$ cat config.mk
export PLATFORM = sky130hd
export DESIGN_NAME = control_sequencer
export DESIGN_NICKNAME = d
export VERILOG_FILES = /design/src/rtl/kwan_cpu_pkg.sv /design/src/rtl/control_sequencer_microcode_rom.sv /design/src/rtl/control_sequencer.sv
export SDC_FILE = /design/constraint.sdc
export NUM_CORES = 1
export LEC_CHECK = 0
export ABC_AREA = 1
export BUFFER_PORTS_ARGS = -buffer_cell sky130_fd_sc_hd__buf_2
export CORE_MARGIN = 5
export CORE_UTILIZATION = 44
export DETAILED_ROUTE_END_ITERATION = 12
export GPL_TIMING_DRIVEN = 0
export PLACE_DENSITY = 0.77
export SYNTH_ARGS = -nofsm -noshare
export SYNTH_HDL_FRONTEND = slang
export SYNTH_SLANG_ARGS = --single-unit
$ cat constraint.sdc
create_clock -name clk -period 2.1 [get_ports clk]
set_input_delay 0.42 -clock clk [delete_from_list [all_inputs] [get_ports clk]]
set_output_delay 0.42 -clock clk [all_outputs]
set_load 0.01 [all_outputs]
$ cat src/rtl/kwan_cpu_pkg.sv
// Shared definitions for the kwan CPU control path: opcodes, control-word
// bit indices and masks, and the microstep depth.
package kwan_cpu_pkg;

   localparam int STEPS = 5;

   localparam logic [3:0] OP_NOP = 4'b0000;
   localparam logic [3:0] OP_LDA = 4'b0001;
   localparam logic [3:0] OP_ADD = 4'b0010;
   localparam logic [3:0] OP_SUB = 4'b0011;
   localparam logic [3:0] OP_STA = 4'b0100;
   localparam logic [3:0] OP_LDI = 4'b0101;
   localparam logic [3:0] OP_JMP = 4'b0110;
   localparam logic [3:0] OP_JC  = 4'b0111;
   localparam logic [3:0] OP_JZ  = 4'b1000;
   localparam logic [3:0] OP_OUT = 4'b1110;
   localparam logic [3:0] OP_HLT = 4'b1111;

   localparam int B_HLT = 15;
   localparam int B_MI  = 14;
   localparam int B_RI  = 13;
   localparam int B_RO  = 12;
   localparam int B_IO  = 11;
   localparam int B_II  = 10;
   localparam int B_AI  = 9;
   localparam int B_AO  = 8;
   localparam int B_EO  = 7;
   localparam int B_SU  = 6;
   localparam int B_BI  = 5;
   localparam int B_OI  = 4;
   localparam int B_CE  = 3;
   localparam int B_CO  = 2;
   localparam int B_J   = 1;
   localparam int B_FI  = 0;

   localparam logic [15:0] C_HLT = 16'h1 << B_HLT;
   localparam logic [15:0] C_MI  = 16'h1 << B_MI;
   localparam logic [15:0] C_RI  = 16'h1 << B_RI;
   localparam logic [15:0] C_RO  = 16'h1 << B_RO;
   localparam logic [15:0] C_IO  = 16'h1 << B_IO;
   localparam logic [15:0] C_II  = 16'h1 << B_II;
   localparam logic [15:0] C_AI  = 16'h1 << B_AI;
   localparam logic [15:0] C_AO  = 16'h1 << B_AO;
   localparam logic [15:0] C_EO  = 16'h1 << B_EO;
   localparam logic [15:0] C_SU  = 16'h1 << B_SU;
   localparam logic [15:0] C_BI  = 16'h1 << B_BI;
   localparam logic [15:0] C_OI  = 16'h1 << B_OI;
   localparam logic [15:0] C_CE  = 16'h1 << B_CE;
   localparam logic [15:0] C_CO  = 16'h1 << B_CO;
   localparam logic [15:0] C_J   = 16'h1 << B_J;
   localparam logic [15:0] C_FI  = 16'h1 << B_FI;

   // Opcodes 1001..1101 have no execute phase and retire after fetch.
   function automatic logic is_undef(input logic [3:0] op);
      return (op >= 4'b1001) && (op <= 4'b1101);
   endfunction

endpackage

$ cat src/rtl/control_sequencer_microcode_rom.sv
// Combinational microcode table: opcode/step/flags -> control word, last.
// Ports: opcode[3:0], step[2:0], cf, zf in; ctrl[15:0], last out.
module microcode_rom
   import kwan_cpu_pkg::*;
(
   input  logic [3:0]  opcode,
   input  logic [2:0]  step,
   input  logic        cf,
   input  logic        zf,
   output logic [15:0] ctrl,
   output logic        last
);

   always_comb begin
      ctrl = '0;
      last = 1'b0;
      case (step)
         3'd0: ctrl = C_MI | C_CO;
         3'd1: begin
            ctrl = C_RO | C_II | C_CE;
            last = (opcode == OP_NOP) || is_undef(opcode);
         end
         3'd2: begin
            case (opcode)
               OP_LDA, OP_ADD, OP_SUB, OP_STA: ctrl = C_IO | C_MI;
               OP_LDI: begin
                  ctrl = C_IO | C_AI;
                  last = 1'b1;
               end
               OP_JMP: begin
                  ctrl = C_IO | C_J;
                  last = 1'b1;
               end
               // Conditional jumps retire here whether taken or not.
               OP_JC: begin
                  ctrl = cf ? (C_IO | C_J) : 16'h0;
                  last = 1'b1;
               end
               OP_JZ: begin
                  ctrl = zf ? (C_IO | C_J) : 16'h0;
                  last = 1'b1;
               end
               OP_OUT: begin
                  ctrl = C_AO | C_OI;
                  last = 1'b1;
               end
               OP_HLT: begin
                  ctrl = C_HLT;
                  last = 1'b1;
               end
               default: ctrl = '0;
            endcase
         end
         3'd3: begin
            case (opcode)
               OP_LDA: begin
                  ctrl = C_RO | C_AI;
                  last = 1'b1;
               end
               OP_ADD, OP_SUB: ctrl = C_RO | C_BI;
               OP_STA: begin
                  ctrl = C_AO | C_RI;
                  last = 1'b1;
               end
               default: ctrl = '0;
            endcase
         end
         3'd4: begin
            case (opcode)
               OP_ADD: begin
                  ctrl = C_AI | C_EO | C_FI;
                  last = 1'b1;
               end
               OP_SUB: begin
                  ctrl = C_AI | C_EO | C_SU | C_FI;
                  last = 1'b1;
               end
               default: ctrl = '0;
            endcase
         end
         default: ctrl = '0;
      endcase
   end

endmodule

$ cat src/rtl/control_sequencer.sv
// Microstep sequencer: step counter, halt latch, prog/halt output muxing.
// Ports: clk, clr, prog, irval[N-1:0], cf, zf in; ctrl, step, instr_done, halted out.
module control_sequencer
   import kwan_cpu_pkg::*;
#(
   parameter int N     = 8,
   parameter int STEPS = kwan_cpu_pkg::STEPS
) (
   input  logic         clk,
   input  logic         clr,
   input  logic         prog,
   input  logic [N-1:0] irval,
   input  logic         cf,
   input  logic         zf,
   output logic [15:0]  ctrl,
   output logic [2:0]   step,
   output logic         instr_done,
   output logic         halted
);

   logic [3:0]  opcode;
   logic [15:0] rom_ctrl;
   logic        rom_last;
   logic        hlt_now;
   logic        unused_bits;

   assign opcode      = irval[N-1 -: 4];
   assign unused_bits = ^irval[N-5:0];

   microcode_rom u_rom (
      .opcode (opcode),
      .step   (step),
      .cf     (cf),
      .zf     (zf),
      .ctrl   (rom_ctrl),
      .last   (rom_last)
   );

   always_comb begin
      ctrl       = '0;
      instr_done = 1'b0;
      if (!prog) begin
         ctrl       = '0;
         instr_done = 1'b0;
      end else if (halted) begin
         ctrl       = C_HLT;
         instr_done = 1'b0;
      end else begin
         ctrl       = rom_ctrl;
         instr_done = rom_last;
      end
   end

   // HLT step: latch halt and park the counter at T2 instead of wrapping.
   assign hlt_now = prog && !halted && rom_ctrl[B_HLT];

   always_ff @(posedge clk) begin
      if (clr) begin
         step   <= 3'd0;
         halted <= 1'b0;
      end else if (!prog) begin
         step   <= 3'd0;
         halted <= 1'b0;
      end else if (halted) begin
         step <= step;
      end else if (hlt_now) begin
         halted <= 1'b1;
      end else if (instr_done || step >= 3'(STEPS - 1)) begin
         step <= 3'd0;
      end else begin
         step <= step + 3'd1;
      end
   end

endmodule
# Word level (Yosys, flattened, before mapping)

Cells that the tools add are included.

Input bits: 13
Flip-flop bits (word level): 4

Order comparisons: 3
Add/subtract/negate cells: 1
Reduce and logical (&&, ||, !) cells: 14
Multiplexer cells: 17
Bitwise logic cells: 3
Eq/ne operators: 14

Operators with widths:

| cell                  | number |
|---|---|
| $pmux W16 S7          | 1 |
| $pmux W16 S5          | 1 |
| $pmux W14 S3          | 1 |
| $mux W16              | 2 |
| $mux W12              | 2 |
| $pmux W10 S2          | 1 |
| $eq A4 B3 Y1 const B  | 4 |
| $eq A4 B4 Y1 const B  | 3 |
| $eq A4 B2 Y1 const B  | 2 |
| $mux W1               | 7 |
| $eq A3 B2 Y1 const B  | 2 |
| $reduce_or A2 Y1      | 3 |
| $reduce_or A6 Y1      | 1 |
| $eq A4 B1 Y1 const B  | 1 |
| $ge A4 B4 Y1 const B  | 1 |
| $le A4 B4 Y1 const B  | 1 |
| $logic_not A4 Y1      | 1 |
| $pmux W1 S4           | 1 |
| $reduce_or A4 Y1      | 1 |
| $add A3 B1 Y3 const B | 1 |
| $eq A3 B1 Y1 const B  | 1 |
| $eq A3 B3 Y1 const B  | 1 |
| $ge A3 B3 Y1 const B  | 1 |
| $logic_and A1 B1 Y1   | 3 |
| other kinds (6)       | 9 |

# Logic depth before layout (Yosys ltp)

Gate-level depths: netlist of the first run.

Word-level depth: 8
Gate-level depth with buffers: 11
Depth with buffers taken out: 11

# Cells and area by module

From an unflattened synthesis of the first run, not the netlist that was laid out.

Cells, all modules: 129
Area, all modules: 626.9 sq um

Modules (own cells, without submodules):

| module            | cells each | instances | sequential area each (sq um) | area an instance (sq um) |
|---|---|---|---|---|
| control_sequencer | 60         | 1         | 80.1                         | 326.6 |
| microcode_rom     | 69         | 1         | 0.0                          | 300.3 |

# Worst setup path before layout of the first run

OpenSTA, ideal clock, no wires.

Path type: register to output
From: register step[0]
To: output ctrl[7]
Data required time: 1.680 ns
Path slack: 0.173 ns
Buffers on the path: 1
Stages on the path, launching flop included: 8
Arrival time: 1.507 ns
Path through: dfxtp_1 inv_1 ha_1 o21ai_0 a31oi_2 nor2_2 nor2_1 buf_4

Longest elaborated chain between the ends: 4
Elaborated cells between the ends (all ways): 8
Those cells by class: eq/ne: 4; mux: 3; reduce/logical: 1

RTL lines:

| item                                 | line                                  | RTL |
|---|---|---|
| from (decl)                          | control_sequencer.sv:16               | `output logic [2:0] step,` |
| from (signal assigned)               | control_sequencer.sv:65               | `step <= step;` |
| from (signal assigned)               | control_sequencer.sv:71               | `step <= step + 3'd1;` |
| $eq A3 B3 Y1 (tied with other cells) | control_sequencer_microcode_rom.sv:17 | `case (step)` |
| $pmux W16 S5 *                       | control_sequencer_microcode_rom.sv:17 |  |
| $mux W16 *                           | control_sequencer.sv:45               | `end else if (halted) begin` |
| $mux W16 *                           | control_sequencer.sv:42               | `if (!prog) begin` |
| to (decl)                            | control_sequencer.sv:15               | `output logic [15:0] ctrl,` |

Mark *: on every way between the ends. The rest lies on a longest branch, timed or not.

# Worst setup path in the final report of the first run

From: register step[0]
To: output ctrl[8]

The elaborated chain is that of the path after synthesis.

==> flow_summary_export.csv, run 1 <==
group,metric,value,unit
global_route,grt_util_all_layers,16.0,%
timing,hold_viol,0,
worst_setup_path,start_kind,"flip-flop",
global_route,use_met2,27.4,%
placement,hpwl,1420,um
timing,clock_skew,9.73,ps
die,std_cell_rows,13,
synth,synthFlopType,"dfxtp_1",
power_and_ir_drop,p_sw,115,uW
cts,cts_sinks,4,
worst_setup_path,path_max_fanout,5,
final_layout,nets,164,
global_route,grt_util_met1,18.7,%
synth,syn_area,646,um^2
timing,post-route-period-util,97.7,%
worst_setup_path,cp_num_buf_inv,3,
final_layout,final_util,69.6,%
synth,synth_top_area_cell,"nand2_1",
final_layout,syn2layout_area_growth,45.5,%
global_route,grt.met3_usage,3.36,%
timing,max_freq,0.487,GHz
power_and_ir_drop,clock_power_share,34.0,%
outcome,status,"finished clean",
detailed_routing,via_per_inst,5.16,
placement,place_ws,12.3,ps
worst_setup_path,cp_slowest_cell,"dfxtp_4",
synth,async_flop_share,0,%
global_route,grt_pass1_wl,3190,um
power_and_ir_drop,switching_share,37.8,%
detailed_routing,final_antenna_net_count,0,
placement,place_congestion,0.870,
worst_setup_path,crit_family,"adder cells",
cts,cts_made_buffers,3,
power_and_ir_drop,combPwrFrac,39.4,%
timing,relSlewSlack,82.4,%
cts,ctsRootBufferMaster,"clkbuf_4",
min_path,hp-class,"in2reg",
timing,slew_violations,0,
cts,clk_pin_slew,50,ps
synth,synth_edf_count,0,
worst_setup_path,critPathKind,"reg2out",
detailed_routing,drtPass1Iterations,4,
worst_setup_path,crit_path_max_incr_delay,370,ps
synth,ys_ff_latch,4,
die,die_w,48.3,um
timing,period_minus_slack,2050,ps
detailed_routing,wl_per_cell,12.4,um
final_layout,n_antenna_cell,0,
detailed_routing,routed_wirelength,1970,um
die,initial_utilization,47.8,%
cts,cts_tree,"built",
final_layout,fin_cells,159,
synth,yosysSeqAreaShare,12.4,%
timing,setup_viol,0,
synth,yosys-top-cells-area,"nand2_1, dfxtp_1, inv_1, ha_1, nor2_1",
global_route,antenna_found_initial,0,
power_and_ir_drop,p_leak,0.000516,uW
placement,dpl_cell_area,805,um^2
timing,rsz0062_at_grt,"true",
synth,syn_area_per_cell,5.87,um^2
detailed_routing,route.detailed.drc,0,
final_layout,final_area,940,um^2
final_layout,drive_above_1_share,49.3,%
flow_run,drv_cap,0,
global_route,gr-total-overflow,0,
cts,postCtsHoldBufs,0,
die,die_y,48.3,um
final_layout,n_fill_cell,117,
detailed_routing,drt_iter0_markers,33,
timing,setup_slack,48.6,ps
final_layout,regArea,87.6,um^2
synth,yosysWarnings,0,
synth,synth_cells,110,
placement,port_buffers,28,
synth,synth_top_area_share,13.4,%
global_route,busiest_layer,"met2",
die,io_pins,34,
cts,cts_buffer_depth,2,
power_and_ir_drop,power_density,323,nW/um^2
synth,synth_nets,128,
power_and_ir_drop,ir_drop,0.200,mV
worst_setup_path,crit_chain,"ha_2 > ha_2 > inv_1 > nor2_2 > inv_1 > o22ai_1 > buf_2",
worst_setup_path,cp-end-kind,"primary output",
die,dieArea,2330,um^2
cts,clk_latency,240,ps
worst_setup_path,cp_data_arrival_time,1630,ps
timing,whs,476,ps
power_and_ir_drop,seqPwrFrac,26.6,%
placement,placed_cells_incl_taps,153,
timing,worst_pin_slew,264,ps
global_route,grt_max_degree,9,
die,coreArea,1350,um^2
worst_setup_path,crit_required,1680,ps
synth,ys_types,23,
detailed_routing,num_vias,821,
cts,cts_max_level,1,
power_and_ir_drop,p_int,189,uW
global_route,grt_pass1_vias,755,
final_layout,multi_input_area,543,um^2
metrics by stage:
| stage | TNS (ps) | total power [uW] |
|---|---|---|
| 2_1_floorplan | 0 | 149 |
| 3_5_place_dp | 0 | 178 |
| 3_3_place_gp | 0 | 176 |
| 4_1_cts | 0 | 287 |
| 5_1_grt | -55.8 | 322 |
| 6_report | 0 | 303 |
per-layer routing:
layer	up-vias	wire (um)
met1	363	756
met2	34	1040
li1	418	-
met3	6	134
met5	-	0
met4	0	44
placed cells by master (no fill, tap or decap):
cell	synthesis	layout
o21ai_0	2	1
o21ai_2	2	1
nor2_2	5	6
nand2_2	4	4
a31oi_1	2	2
a31oi_4	0	1
o21ai_4	0	2
ha_4	0	2
dfxtp_1	4	2
inv_1	17	15
nor2_4	1	3
nor3_1	1	1
buf_2	0	28
a21oi_2	1	1
buf_6	1	1
a21oi_1	4	4
nand2_4	0	1
buf_4	2	5
ha_2	0	2
nand3_1	6	6
nand3_2	3	3
clkbuf_4	0	3
dfxtp_4	0	2
o21ai_1	3	3
inv_2	4	6
nand2_1	23	22
o22ai_1	3	3
ha_1	5	1
nor2_1	15	12
a211oi_1	1	1
registers in the layout, summed over array words and instances (netlist names):
signal  flops
halted      1
step        3
worst reg2reg max path, cell delays in order (launching register included):
cell     delay [ps]
dfxtp_4         360
inv_2           100
ha_4            160
nand2_1          60
inv_1           140
nand2_1         110
o21ai_2         200
inv_2            90
o21ai_1         140
a21oi_1          50
power groups by stage:
stage | clock, uW | combinational (uW) | sequential (uW)
2_1_floorplan | 0 | 65.9 | 83.2
3_3_place_gp | 0 | 93.7 | 82.4
3_5_place_dp | 0 | 95.7 | 82.7
4_1_cts | 101 | 105 | 81.4
5_1_grt | 107 | 134 | 81.1
6_report | 103 | 120 | 80.8
repair_timing:
action | CTS | global route
endpoints found under the setup margin | 13 | 10
gates cloned | 0 | 0
setup buffers | 1 | 2
endpoints found under the hold margin | 0 | 0
gates resized for setup | 11 | 13
pin swaps | 4 | 7
worst paths after layout:
check | slack (ps) | depth (start not counted) | endpoint | from
worst max-delay path | 50 | 7 | ctrl[8] | step[0]
worst min-delay path | 480 | 4 | step[0] | clr
worst max register to register | 570 | 9 | step[1] | step[0]
worst min register to register | 580 | 2 | step[2] | step[2]
kinds of logic (layout without fill, tap and decap cells):
| family | after synthesis | in the layout | synth area share, % |
|---|---|---|---|
| flip-flops | 4 | 4 | 12.4 |
| AO/OA/AOI/OAI | 19 | 19 | 19.0 |
| buffers and inverters | 24 | 58 | 16.3 |
| adder cells (fa/ha/maj) | 5 | 5 | 9.69 |
| AND/OR/NAND/NOR | 58 | 58 | 42.6 |
synth_stat cells, drive strengths merged (3+ instances only):
cell type  count
nand2         27
inv           21
nor2          21
nand3          9
o21ai          7
a21oi          5
ha             5
dfxtp          4
a31oi          3
buf            3
o22ai          3
area by class of cell:
cell class | count | share of cell area [%]
timing repair buffer | 31 | 17.3
buffer | 3 | 2.80
sequential | 4 | 9.32
inverter | 21 | 8.39
tap | 15 | 2.00
clock buffer | 3 | 2.40
multi-input combinational | 82 | 57.8
Note: power is estimated with default switching activity, not from simulation.
==> run 2, diff against run 1 <==
Settings changed: REMOVE_ABC_BUFFERS from default to 1.
==> run 2 against run 1 <==
Largest cell class unchanged. Register-to-register slack worse by 40 ps. Clock skew is 0.85 ps lower. Combinational power is 9% lower. Design area is 5.2% lower.
==> flow_summary_export.csv, run 2 (synthesized netlist as in run 1, its figures left out) <==
group,metric,value,unit
timing,setup_viol,0,
detailed_routing,final_antenna_net_count,0,
die,die_w,48.3,um
cts,clk_latency,240,ps
cts,clk_pin_slew,40,ps
cts,cts_max_level,1,
cts,cts_buffer_depth,2,
timing,relSlewSlack,78.9,%
final_layout,nets,162,
detailed_routing,met1_length,765,um
timing,post-route-period-util,96.3,%
timing,hold_viol,0,
worst_setup_path,crit_chain,"inv_1 > ha_1 > nand2_2 > a31oi_4 > o21ai_4 > o22ai_1 > buf_2",
global_route,grt_pass1_vias,756,
worst_setup_path,r2r_slack,530,ps
timing,rsz0062_at_grt,"true",
detailed_routing,drtPass1Iterations,4,
global_route,gr-total-overflow,0,
worst_setup_path,startpoint,"step[1]",
placement,hpwl,1450,um
min_path,hp-class,"in2reg",
final_layout,final_util,66.0,%
worst_setup_path,crit_required,1680,ps
timing,clock_skew,8.88,ps
die,io_pins,34,
placement,port_buffers,29,
cts,cts_made_buffers,3,
die,die_y,48.3,um
final_layout,mostFrequentLayoutCell,"buf_2",
final_layout,n_fill_cell,131,
worst_setup_path,cp_num_buf_inv,2,
global_route,grt_pass1_wl,3110,um
final_layout,top_regs,"step: 3 flops, halted: 1 flops",
worst_setup_path,crit_family,"compound AO/OA/AOI/OAI gates",
timing,setup_slack,76.8,ps
final_layout,largest_reg_flops,3,
worst_setup_path,start_kind,"flip-flop",
detailed_routing,via_per_inst,5.25,
detailed_routing,wl_per_cell,12.3,um
final_layout,n_antenna_cell,0,
worst_setup_path,rr_worst_depth,10,
final_layout,syn2layout_area_growth,38.0,%
global_route,grt_max_degree,9,
worst_setup_path,path_max_fanout,6,
power_and_ir_drop,p_leak,0.000498,uW
timing,worst_pin_slew,316,ps
die,initial_utilization,47.8,%
final_layout,drive_above_1_share,45.8,%
worst_setup_path,r2r-start,"step[2]",
final_layout,multi_input_area,515,um^2
detailed_routing,wl_met2,981,um
detailed_routing,num_vias,825,
global_route,grt_util_all_layers,15.8,%
worst_setup_path,cp_data_arrival_time,1600,ps
worst_setup_path,cp-endpoint,"ctrl[14]",
worst_setup_path,crit_path_max_incr_delay,350,ps
detailed_routing,drt_iter0_markers,22,
final_layout,regArea,87.6,um^2
die,coreArea,1350,um^2
power_and_ir_drop,power_density,321,nW/um^2
final_layout,largest_register,"step",
timing,period_minus_slack,2020,ps
cts,cts_tree,"built",
cts,cts_sinks,4,
die,dieArea,2330,um^2
flow_run,drv_cap,0,
timing,max_freq,0.494,GHz
outcome,status,"finished clean",
worst_setup_path,rr_endpoint,"step[0]",
worst_setup_path,cp.depth,7,
detailed_routing,wl_met3,163,um
worst_setup_path,cp-end-kind,"primary output",
placement,place_ws,79.1,ps
worst_setup_path,cp_slowest_cell,"dfxtp_4",
power_and_ir_drop,ir_drop,0.241,mV
detailed_routing,route.detailed.drc,0,
detailed_routing,top_layer_used,"met4",
final_layout,mostFrequentLayoutCells,"buf_2, nand2_1, inv_1, nor2_1, nand3_1",
worst_setup_path,critPathKind,"reg2out",
die,std_cell_rows,13,
cts,ctsRootBufferMaster,"clkbuf_4",
detailed_routing,routed_wirelength,1930,um
cts,postCtsHoldBufs,0,
global_route,antenna_found_initial,0,
timing,slew_violations,0,
placement,place_congestion,0.894,
[run 2: cell count changes in the layout (fill, tap and decap cells not counted), sizes merged]
cell | before | now
buf | 34 | 32
[run 2: worst min-delay path by stage]
stage | start | end | slack [ps] | cells past startpoint
after CTS | clr | step[1] | 480 | 4
after detailed placement | step[0] | step[0] | 550 | 2
after global placement | step[0] | step[0] | 540 | 2
after floorplan | step[0] | step[0] | 550 | 2
after global routing | clr | step[2] | 510 | 4
final | clr | step[1] | 490 | 4
[run 2: area by class of cell]
class	count	area share, %
sequential	4	9.83
timing repair buffer	32	18.8
clock buffer	3	2.53
inverter	21	8.85
tap	15	2.11
multi-input combinational	82	57.9
[run 2: what timing repair did]
| action | CTS | global route |
|---|---|---|
| buffers inserted | 2 | 1 |
| pin swaps | 4 | 4 |
| endpoints found under the setup margin | 13 | 13 |
| endpoints found under the hold margin | 0 | 0 |
| resized for setup | 6 | 12 |
[run 2: power by group]
group          switching [uW]  internal, uW
logic                    68.1          40.4
registers                2.54          77.4
clock network            33.6          64.1
total                     104           182
[run 2: stage by stage]
stage                     instances  cell area [um^2]  TNS, ps  hold WS [ps]  total power, uW
after floorplan                 107               619        0           554              144
after global placement          151               783        0           536              174
after detailed placement        151               783        0           545              176
after CTS                       156               832        0           475              281
after global routing            157               891    -58.4           509              306
final                           157               891        0           487              286
[run 2: metal layers]
metal | global-route usage [%] | vias up
met3 | 4.89 | 4
li1 | - | 413
met4 | 5.99 | 0
met2 | 28.0 | 38
met1 | 17.2 | 370
met5 | 0 | -
[run 2: worst reg2reg max path, stage by stage, from the launching register on]
cell     delay [ps]
dfxtp_1         410
inv_2           120
ha_2            230
nand3_2         100
nand2_2          70
nor2_4          100
nand3_2          80
nand2_4          80
buf_4           110
nand3_1          70
a21oi_2         120
==> run 3, diff against run 2 <==
Settings changed: CORE_MARGIN 5 to default.
==> run 3 against run 2 <==
Largest cell class unchanged. Clock power is 3.7% lower. Wire length shrank 8.8%. Worst setup slack gained 1.1 ps.
==> flow_summary_export.csv, run 3 (synthesized netlist as in run 1, its figures left out) <==
group,metric,value,unit
outcome,status,"finished clean",
worst_setup_path,start_kind,"flip-flop",
cts,clk_pin_slew,40,ps
global_route,antenna_found_initial,0,
timing,hold_viol,0,
die,die_w,40.3,um
final_layout,top_regs,"step: 3 flops, halted: 1 flops",
min_path,hp-class,"in2reg",
cts,cts_tree,"built",
die,coreArea,1330,um^2
final_layout,mostFrequentLayoutCell,"buf_2",
worst_setup_path,cp-end-kind,"primary output",
final_layout,largest_reg_flops,3,
final_layout,n_fill_cell,132,
die,die_y,40.3,um
power_and_ir_drop,p_leak,0.000487,uW
cts,cts_buffer_depth,2,
final_layout,multi_input_area,503,um^2
cts,cts_max_level,1,
detailed_routing,num_vias,792,
global_route,gr-total-overflow,0,
cts,cts_sinks,4,
die,io_pins,34,
worst_setup_path,cp_num_buf_inv,4,
detailed_routing,via_per_inst,5.04,
placement,port_buffers,29,
final_layout,regArea,87.6,um^2
placement,place_congestion,0.758,
cts,postCtsHoldBufs,0,
worst_setup_path,cp_slowest_cell,"dfxtp_4",
timing,final.setup.tns,0,ps
placement,place_ws,70.6,ps
timing,rsz0062_at_grt,"true",
final_layout,mostFrequentLayoutCells,"buf_2, nand2_1, inv_1, nor2_1, nand3_1",
worst_setup_path,path_max_fanout,4,
worst_setup_path,crit_family,"buffers and inverters",
detailed_routing,drtPass1Iterations,4,
worst_setup_path,crit_chain,"inv_1 > ha_2 > nand2_2 > a31oi_4 > buf_4 > nand2_2 > inv_1 > buf_2",
global_route,grt_max_degree,9,
flow_run,drv_cap,0,
global_route,grt_util_all_layers,21.8,%
final_layout,syn2layout_area_growth,36.0,%
detailed_routing,drt_iter0_markers,21,
final_layout,n_antenna_cell,0,
final_layout,nets,162,
cts,clk_latency,230,ps
timing,setup_viol,0,
power_and_ir_drop,power_density,323,nW/um^2
worst_setup_path,crit_required,1680,ps
global_route,grt_pass1_wl,2320,um
cts,ctsRootBufferMaster,"clkbuf_4",
worst_setup_path,r2r_slack,500,ps
worst_setup_path,critPathKind,"reg2out",
timing,worst_pin_slew,353,ps
cts,cts_made_buffers,3,
detailed_routing,wl_per_cell,11.2,um
die,initial_utilization,48.4,%
power_and_ir_drop,ir_drop,0.268,mV
timing,relSlewSlack,76.4,%
detailed_routing,final_antenna_net_count,0,
timing,period_minus_slack,2020,ps
final_layout,drive_above_1_share,45.1,%
worst_setup_path,cp_data_arrival_time,1600,ps
die,std_cell_rows,13,
timing,whs,478,ps
timing,slew_violations,0,
timing,max_freq,0.495,GHz
timing,post-route-period-util,96.3,%
global_route,grt_pass1_vias,597,
timing,clock_skew,2.04,ps
die,dieArea,1620,um^2
placement,hpwl,1240,um
final_layout,final_util,65.9,%
detailed_routing,route.detailed.drc,0,
timing,setup_slack,78.0,ps
detailed_routing,routed_wirelength,1760,um
worst_setup_path,crit_path_max_incr_delay,340,ps
final_layout,largest_register,"step",
## run 3: cell counts in the layout (fill, tap and decap cells not counted)
Identical to the previous run, type by type.
## run 3: power by group
part | switching (uW) | internal [uW] | total (uW)
Combinational | 68.8 | 40.9 | 110
Sequential | 2.48 | 77.4 | 79.9
Clock | 30.3 | 63.9 | 94.1
Total | 102 | 182 | 284
## run 3: per-stage QoR
stage / std cells / instance area [um^2] / total power (uW)
3_5_place_dp: 151 / 783 / 175
4_1_cts: 156 / 832 / 278
2_1_floorplan: 107 / 619 / 144
3_3_place_gp: 151 / 783 / 173
5_1_grt: 157 / 878 / 305
6_report: 157 / 878 / 284
## run 3: worst paths after layout
path                end  cells after the start    start
max reg2reg     step[0]                      9  step[0]
min reg2reg     step[1]                      2  step[1]
max          instr_done                      8  step[0]
min             step[0]                      4      clr
## run 3: worst register-to-register path, cell delays in order, from the launching register on
cell and delay (ps):
dfxtp_4 340, inv_1 80, ha_2 200, nand2_2 70
a31oi_4 290, buf_4 170, nand2_2 60, buf_4 140
nand3_1 80, a21oi_2 60
## run 3: final cells by class
type                            count  share of cell area (%)
Clock buffer                        3                    2.56
Inverter                           21                    8.97
Tap cell                           15                    2.14
Multi-Input combinational cell     82                    57.3
Sequential cell                     4                    9.97
Timing Repair Buffer               32                    19.1
## run 3: timing repair
action | CTS | global route
setup buffers | 2 | 1
endpoints found under the setup margin | 13 | 11
pin swaps | 4 | 5
resized for setup | 6 | 9
## run 3: layer usage
| layer | global-route usage, % | routed length, um | up-vias |
|---|---|---|---|
| met5 | 0 | 0 | - |
| li1 | - | - | 413 |
| met4 | 15.0 | 22 | 0 |
| met3 | 1.67 | 89 | 2 |
| met1 | 25.6 | 774 | 350 |
| met2 | 37.1 | 872 | 27 |
